<file path="config.mk">
export PLATFORM = sky130hd
export DESIGN_NAME = demux4_dispatch
export DESIGN_NICKNAME = d
export VERILOG_FILES = /design/src/rtl/demux4_pkg.sv /design/src/rtl/demux4_dispatch_lane_fifo.sv /design/src/rtl/demux4_dispatch.sv
export SDC_FILE = /design/constraint.sdc
export NUM_CORES = 1
export LEC_CHECK = 0
export BUFFER_PORTS_ARGS = -buffer_cell sky130_fd_sc_hd__buf_2
export CORE_UTILIZATION = 60
export DETAILED_ROUTE_END_ITERATION = 12
export PLACE_DENSITY = 0.94
export SLEW_MARGIN = 10
export SYNTH_ARGS = -nofsm -noshare
export SYNTH_HDL_FRONTEND = slang
export SYNTH_SLANG_ARGS = --single-unit
</file>
<file path="constraint.sdc">
create_clock -name clk -period 4.6 [get_ports clk]
set_input_delay 0.92 -clock clk [delete_from_list [all_inputs] [get_ports clk]]
set_output_delay 0.92 -clock clk [all_outputs]
set_load 0.005 [all_outputs]
</file>
<file path="src/rtl/demux4_pkg.sv">
// Shared lane typedefs and constants for the 1:4 dispatcher.
package demux4_pkg;

    localparam int unsigned LANES = 4;
    localparam int unsigned SEL_W = 2;

    typedef logic [SEL_W-1:0] lane_idx_t;

    localparam lane_idx_t LANE_A = 2'd0;
    localparam lane_idx_t LANE_B = 2'd1;
    localparam lane_idx_t LANE_C = 2'd2;
    localparam lane_idx_t LANE_D = 2'd3;

    // Round-robin successor; 3 wraps back to 0.
    function automatic lane_idx_t next_lane(input lane_idx_t cur);
        return lane_idx_t'(cur + lane_idx_t'(1));
    endfunction

endpackage

</file>
<file path="src/rtl/demux4_dispatch_lane_fifo.sv">
// Per-lane first-word-fall-through FIFO; DEPTH must be a power of two >= 2.
module lane_fifo #(
    parameter int unsigned WIDTH = 8,
    parameter int unsigned DEPTH = 2
) (
    input  logic             clk,
    input  logic             rst,
    input  logic             push,
    input  logic [WIDTH-1:0] push_data,
    input  logic             pop,
    output logic [WIDTH-1:0] head_data,
    output logic             not_empty,
    output logic             full
);

    localparam int unsigned PTR_W = $clog2(DEPTH);
    localparam int unsigned CNT_W = $clog2(DEPTH + 1);

    logic [WIDTH-1:0] mem_q [DEPTH];
    logic [PTR_W-1:0] wr_ptr_q, wr_ptr_d;
    logic [PTR_W-1:0] rd_ptr_q, rd_ptr_d;
    logic [CNT_W-1:0] count_q, count_d;
    logic             push_ok;
    logic             pop_ok;

    // Guard locally so the FIFO never overruns or underruns on its own.
    assign push_ok = push && !full;
    assign pop_ok  = pop && not_empty;

    always_comb begin
        wr_ptr_d = wr_ptr_q;
        rd_ptr_d = rd_ptr_q;
        count_d  = count_q;
        if (push_ok) begin
            wr_ptr_d = wr_ptr_q + PTR_W'(1);
        end
        if (pop_ok) begin
            rd_ptr_d = rd_ptr_q + PTR_W'(1);
        end
        case ({push_ok, pop_ok})
            2'b10:   count_d = count_q + CNT_W'(1);
            2'b01:   count_d = count_q - CNT_W'(1);
            default: count_d = count_q;
        endcase
    end

    always_ff @(posedge clk) begin
        if (rst) begin
            wr_ptr_q <= '0;
            rd_ptr_q <= '0;
            count_q  <= '0;
        end else begin
            wr_ptr_q <= wr_ptr_d;
            rd_ptr_q <= rd_ptr_d;
            count_q  <= count_d;
        end
    end

    // Storage needs no reset; occupancy alone decides what is visible.
    always_ff @(posedge clk) begin
        if (push_ok) begin
            mem_q[wr_ptr_q] <= push_data;
        end
    end

    assign head_data = mem_q[rd_ptr_q];
    assign not_empty = (count_q != CNT_W'(0));
    assign full      = (count_q == CNT_W'(DEPTH));

endmodule

</file>
<file path="src/rtl/demux4_dispatch.sv">
// Flow-controlled 1:4 dispatcher: addressed or round-robin lane choice,
// one FWFT FIFO per lane, and an accepted-word counter.
module demux4_dispatch
    import demux4_pkg::*;
#(
    parameter int unsigned WIDTH = 8,
    parameter int unsigned DEPTH = 2
) (
    input  logic                   clk,
    input  logic                   rst,
    input  logic [WIDTH-1:0]       in_data,
    input  logic [1:0]             in_sel,
    input  logic                   in_valid,
    output logic                   in_ready,
    input  logic                   rr_mode,
    output logic [4*WIDTH-1:0]     out_data,
    output logic [3:0]             out_valid,
    input  logic [3:0]             out_ready,
    output logic [3:0]             lane_full,
    output logic [15:0]            acc_cnt
);

    localparam int unsigned CNT_W = 16;

    lane_idx_t        rr_ptr_q, rr_ptr_d;
    logic [CNT_W-1:0] acc_cnt_q, acc_cnt_d;
    lane_idx_t        target_lane;
    logic             accept;
    logic [LANES-1:0] push_vec;
    logic [LANES-1:0] pop_vec;

    // Readiness looks only at registered lane state, so a full lane
    // stays blocked even if it is being popped this cycle.
    always_comb begin
        target_lane = rr_mode ? rr_ptr_q : lane_idx_t'(in_sel);
        in_ready    = !lane_full[target_lane] && !rst;
        accept      = in_valid && in_ready;
    end

    always_comb begin
        push_vec = '0;
        pop_vec  = '0;
        for (int unsigned i = 0; i < LANES; i++) begin
            push_vec[i] = accept && (target_lane == lane_idx_t'(i));
            pop_vec[i]  = out_valid[i] && out_ready[i] && !rst;
        end
    end

    always_comb begin
        rr_ptr_d  = rr_ptr_q;
        acc_cnt_d = acc_cnt_q;
        if (accept) begin
            acc_cnt_d = acc_cnt_q + CNT_W'(1);
            if (rr_mode) begin
                rr_ptr_d = next_lane(rr_ptr_q);
            end
        end
    end

    always_ff @(posedge clk) begin
        if (rst) begin
            rr_ptr_q  <= LANE_A;
            acc_cnt_q <= '0;
        end else begin
            rr_ptr_q  <= rr_ptr_d;
            acc_cnt_q <= acc_cnt_d;
        end
    end

    assign acc_cnt = acc_cnt_q;

    for (genvar g = 0; g < LANES; g++) begin : g_lane
        lane_fifo #(
            .WIDTH (WIDTH),
            .DEPTH (DEPTH)
        ) u_fifo (
            .clk       (clk),
            .rst       (rst),
            .push      (push_vec[g]),
            .push_data (in_data),
            .pop       (pop_vec[g]),
            .head_data (out_data[g*WIDTH +: WIDTH]),
            .not_empty (out_valid[g]),
            .full      (lane_full[g])
        );
    end

endmodule

</file>
; Yosys cells after proc, flatten, opt, wreduce, memory -nomap -nowiden
; Memory sizes are Yosys's and may differ from the RTL's. A register that Yosys moved wholly into a read port is not among the register bits.
; Cells that the tools add are included.
[totals]
ff_bits = 34
ram_bits = 64
output_inout_bits = 57
word_cells = 113
memories = 4
[memory_table]
columns = name, depth, word_bits, read_ports, rd_clocked_by_memory_dff, write_ports, line_no
row1 = g_lane[0].u_fifo.mem_q, 2, 8, 1, 1, 1, demux4_dispatch_lane_fifo.sv:19  ; logic [WIDTH-1:0] mem_q [DEPTH];
row2 = g_lane[1].u_fifo.mem_q, 2, 8, 1, 1, 1, demux4_dispatch_lane_fifo.sv:19
row3 = g_lane[2].u_fifo.mem_q, 2, 8, 1, 1, 1, demux4_dispatch_lane_fifo.sv:19
row4 = g_lane[3].u_fifo.mem_q, 2, 8, 1, 1, 1, demux4_dispatch_lane_fifo.sv:19
[classes]
addsub = 18
order_cmp = 1
n_eq_ne = 15
muxes = 23
reduce_logical = 38
[op_table]
columns = op, n
row1 = 1-bit logical AND, 22
row2 = 2-bit equality test (second input constant), 10
row3 = 1-bit 2-to-1 mux, 17
row4 = 16-bit by 1-bit adder with 16-bit output (second input constant), 1
row5 = 2-bit one-hot mux with 2 select lines, 4
row6 = 2-bit nonzero test, 8
row7 = 2-bit by 1-bit adder with 2-bit output (second input constant), 5
row8 = 2-bit by 1-bit equality test with 1-bit output (second input constant), 5
row9 = 1-bit adder (second input constant), 8
row10 = 2-bit by 1-bit subtractor with 2-bit output (second input constant), 4
row11 = 1-bit zero test, 6
row12 = 2-bit by 3-bit less-than comparator with 1-bit output (second input constant), 1
row13 = 1-bit binary-select mux with 2-bit select, 1
row14 = 2-bit zero test, 1
row15 = 2-bit 2-to-1 mux, 1
row16 = 2-bit AND reduction, 1

; Longest topological paths before layout
[depth]
word_depth = 10
ltp_mapped = 9
mapped_depth_nobuf = 8

; Modules after synthesis
; A second synthesis with hierarchy kept.
[unflattened]
hier_cells = 345
area_unflattened_um2 = 4341.7
[by_module_without_submodules]
columns = mod, instances, cells_per_inst, area_each_um2, seq_area_each_um2
row1 = lane_fifo, 4, 51, 800.8, 580.6
row2 = demux4_dispatch, 1, 141, 1138.6, 360.3

; Worst setup path after synthesis
; No wires, ideal clock.
[synth_path]
path_type = input port to output port
startpoint = in rr_mode
endpoint = out in_ready
arrival_ns = 2.091
required_ns = 3.680
slack_ns = 1.589
stages = 5
n_path_buf = 1
cell_sequence = buf_6 -> mux2i_2 -> mux2_4 -> a21oi_1 -> and3_1
[synth_via]
elab_chain_cells = 5
[synth_lines]
columns = element, line_no
row1 = from (decl), demux4_dispatch.sv:15  ; input logic rr_mode,
row2 = 2-bit 2-to-1 mux, demux4_dispatch.sv:35  ; target_lane = rr_mode ? rr_ptr_q : lane_idx_t'(in_sel);
row3 = 1-bit binary-select mux with 2-bit select, demux4_dispatch.sv:36  ; in_ready = !lane_full[target_lane] && !rst;
row4 = 1-bit 2-to-1 mux (implied by the code), demux4_dispatch.sv:36
row5 = 1-bit zero test, demux4_dispatch.sv:36
row6 = 1-bit logical AND, demux4_dispatch.sv:36
row7 = to (decl), demux4_dispatch.sv:14  ; output logic in_ready,
; No other way between the ends. The select of a mux whose other input is x is not followed.

; Worst setup path in the final report
; Same ends and word-level chain as after synthesis.

==> summary.md <==
| Metric | Value |
|---|---|
| Max_cap viols | 0 |
| Part of the power in registers | 58.1% |
| Final Power | 1730 uW |
| Power density over the cells | 356 nW/um^2 |
| Yosys cell types | 42 |
| Largest area contributor in the synthesized netlist | edfxtp_1 |
| CP Launch Type | input port |
| Num CTS Buffers | 9 |
| Hold path depth | 1 |
| Starting density of the core | 62.5% |
| WL met2 | 4540 microns |
| Tcrit/Tclk final | 73.4% |
| Place WS | 1.27 ns |
| Compound-cell area share of the yosys netlist | 6.44% |
| FP Rows | 30 |
| Die H | 86.4 microns |
| CP Class | in -> out |
| Fin nets | 419 |
| Clock Pin Slew Worst Setup and Hold Paths | 0.09 ns |
| Post-synth EDFFs | 64 |
| Worst ir drop on vdd | 0.181 mV |
| Multi-input logic area | 1440 sq um |
| Final RePlAce weighted congestion | 0.887 |
| I/O Buffers | 74 |
| Post-layout instance area | 4850 sq um |
| Hold Violations, Final | 0 |
| RSZ-0062 raised after global routing | no |
| Maximum buffer depth of the clock tree | 2 |
| Width of the die | 86.4 microns |
| Largest family of logic cells by synthesized area | simple AND/OR/NAND/NOR gates |
| Post-CTS Hold Fix Bufs | 0 |
| Post-synthesis mux area share | 10.5% |
| Area after DPL | 4630 sq um |
| Cts repair resizes | 0 |
| LEAKAGE | 0.00178 uW |
| Clock Root Buffer | clkbuf_8 |
| Area growth, synth to finish | 13.6% |
| Initial DRC Count | 181 |
| Fin crit period | 3.38 ns |
| Mapped Cells | 333 |
| XOR/XNOR Fraction of Synth Area | 2.87% |
| Setup repair bufs after CTS | 0 |
| Syn Area/Cell | 12.8 sq um |
| Largest net degree at the start of global routing | 36 |
| Flops & latches, synth | 102 |
| TritonCTS clock tree | yes |
| Fillers | 493 |
| Slowest-stage cell, CP | mux2i_2 |
| Global route overflow | 0 |
| Switching pwr | 381 uW |
| Post-synth ARST share | 0% |
| Tot GR Track Use | 23.8% |
| Mapped Nets | 356 |
| Count leader, synth | edfxtp_1 |
| Met1 WL | 3460 microns |
| Synth Cell Area | 4270 sq um |
| WL per Instance | 17.4 microns |
| DRC viols | 0 |
| H-tree depth | 3 |
| Synth warn | 0 |
| Core ar. | 6830 sq um |
| Synth top cells by count | edfxtp_1 (64), dfxtp_1 (38), mux2_2 (33), nor2_1 (30), a21oi_1 (16) |
| First-pass iteration count of the detailed router | 4 |
| Worst-Skew Late Latency | 0.35 ns |
| Register area | 2680 sq um |
| Critical Path RT | 3.68 ns |
| Setup Skew | 0.00999 ns |
| Tightest Pin Transition | 0.803 ns |
| Reg2Reg Depth | 5 |
| Max incr delay on CP | 0.37 ns |
| Global-route wire length before repair | 13200 microns |
| Met3 routed WL | 535 microns |
| Highest metal layer with signal wires | met4 |
| Final worst slack | 1.22 ns |
| Most frequent CP cell | buf_2 |
| Fmax | 296 MHz |
| Top Ports | 75 |
| Routed Antenna Nets | 0 |
| Synth Flop Type | edfxtp_1 |
| Top cells by area, synth | edfxtp_1 (45%), dfxtp_1 (18%), mux2_2 (8.7%), nor2_1 (2.6%), o31ai_1 (2.3%) |
| Fraction of layout cells with a size suffix above 1 | 32.7% |
| Die area | 7460 sq um |
| Cell internal pwr | 1350 uW |
| CP Capture Type | output port |
| Synth Area in Adders | 1.46% |
| Vias per cell | 5.73 |
| CP Cell Sequence | buf_2 -> mux2i_2 -> mux2_4 -> a21oi_1 -> and3_1 -> buf_2 |
| CP arrival | 2.46 ns |
| Diode count | 0 |
| Simple-gate share of the synthesized area | 12.4% |
| Status | completed |
| Drt total wl | 8630 microns |
| Vias | 2848 |
| Slew Viols, Final | 0 |
| Clock network power share | 35.6% |
| Top cell type's share of synthesized area | 45.0% |
| Clock sinks | 102 |
| CP max FO | 7 |
| Post-synthesis sequential area ratio | 62.8% |
| Post-DP HPWL | 5830 microns |
| Max-slew headroom | 46.3% |
| Initial antenna violation count | 0 |
| HP Class | reg -> reg |
| Combinational Power Share | 6.3% |
| Fin util | 71.1% |
| Sw Share | 22.0% |
| Setup violators final | 0 |
| Post-Route Setup TNS | 0 ns |
| Number of global-route vias before repair | 2768 |
critical path, delay by kind of cell:
kind,cells,cell delay (ns)
mux,2,0.72
compound gates,1,0.33
buf+inv,2,0.27
simple gates,1,0.22
metrics by stage:
step | std cells | hold WS, ns
6_report | 497 | 0.503
5_1_grt | 497 | 0.526
4_1_cts | 497 | 0.500
3_5_place_dp | 481 | 0.470
3_3_place_gp | 481 | 0.462
2_1_floorplan | 333 | 0.450
sequential cells by signal, indices dropped and copies added (netlist names), named ones only:
register / count
acc_cnt: 16
g_lane.u_fifo.count_q: 8
g_lane.u_fifo.mem_q: 64
g_lane.u_fifo.rd_ptr_q: 4
g_lane.u_fifo.wr_ptr_q: 4
rr_ptr_q: 2
layout by cell type, fill, tap and decap left out, types with 8 or more instances in the layout:
cell type / instances
nand2_1: 15
dfxtp_1: 38
o31ai_1: 13
nor2_1: 30
clkbuf_8: 9
xor2_1: 8
a21oi_1: 16
edfxtp_1: 64
mux2_2: 33
nand3_1: 14
buf_2: 74
or4_1: 9
logic make-up (layout without fill, tap and decap cells):
| kind of cell | Yosys count | after routing |
|---|---|---|
| flip-flops | 102 | 102 |
| AND/OR/NAND/NOR | 101 | 101 |
| AO/OA/AOI/OAI | 43 | 43 |
| multiplexers | 40 | 40 |
| buffers and inverters | 28 | 96 |
| XOR/XNOR | 14 | 14 |
| adder cells (fa/ha/maj) | 5 | 5 |
metal layers:
| metal | vias to the layer above | GRT usage, % |
|---|---|---|
| met5 | - | 0 |
| met4 | 0 | 8.48 |
| met3 | 10 | 4.48 |
| met2 | 119 | 43.2 |
| met1 | 1366 | 28.3 |
| li1 | 1353 | - |
worst paths after layout:
| path | start | to | slack [ns] |
|---|---|---|---|
| max | rr_mode | in_ready | 1.22 |
| min | g_lane[0].u_fifo.wr_ptr_q | g_lane[0].u_fifo.wr_ptr_q | 0.50 |
| max reg2reg | rr_ptr_q[1] | g_lane[2].u_fifo.mem_q[1][7] | 2.18 |
| min reg2reg | g_lane[0].u_fifo.wr_ptr_q | g_lane[0].u_fifo.wr_ptr_q | 0.50 |
power by group through the flow:
stage	clock, uW	combinational, uW	sequential, uW
2_1_floorplan	0	75.1	1020
3_3_place_gp	0	104	1020
3_5_place_dp	0	109	1030
4_1_cts	624	110	1010
5_1_grt	662	119	1010
6_report	615	109	1010
area by class of cell:
cell class | instances | area share (%)
multi-input cells | 203 | 29.6
clock inverters | 6 | 1.91
clock buffers | 10 | 2.63
well taps | 96 | 2.47
inverters | 6 | 0.464
repair buffers | 74 | 7.63
flip-flops and latches | 102 | 55.3
Power figures use the tool's default switching activity.
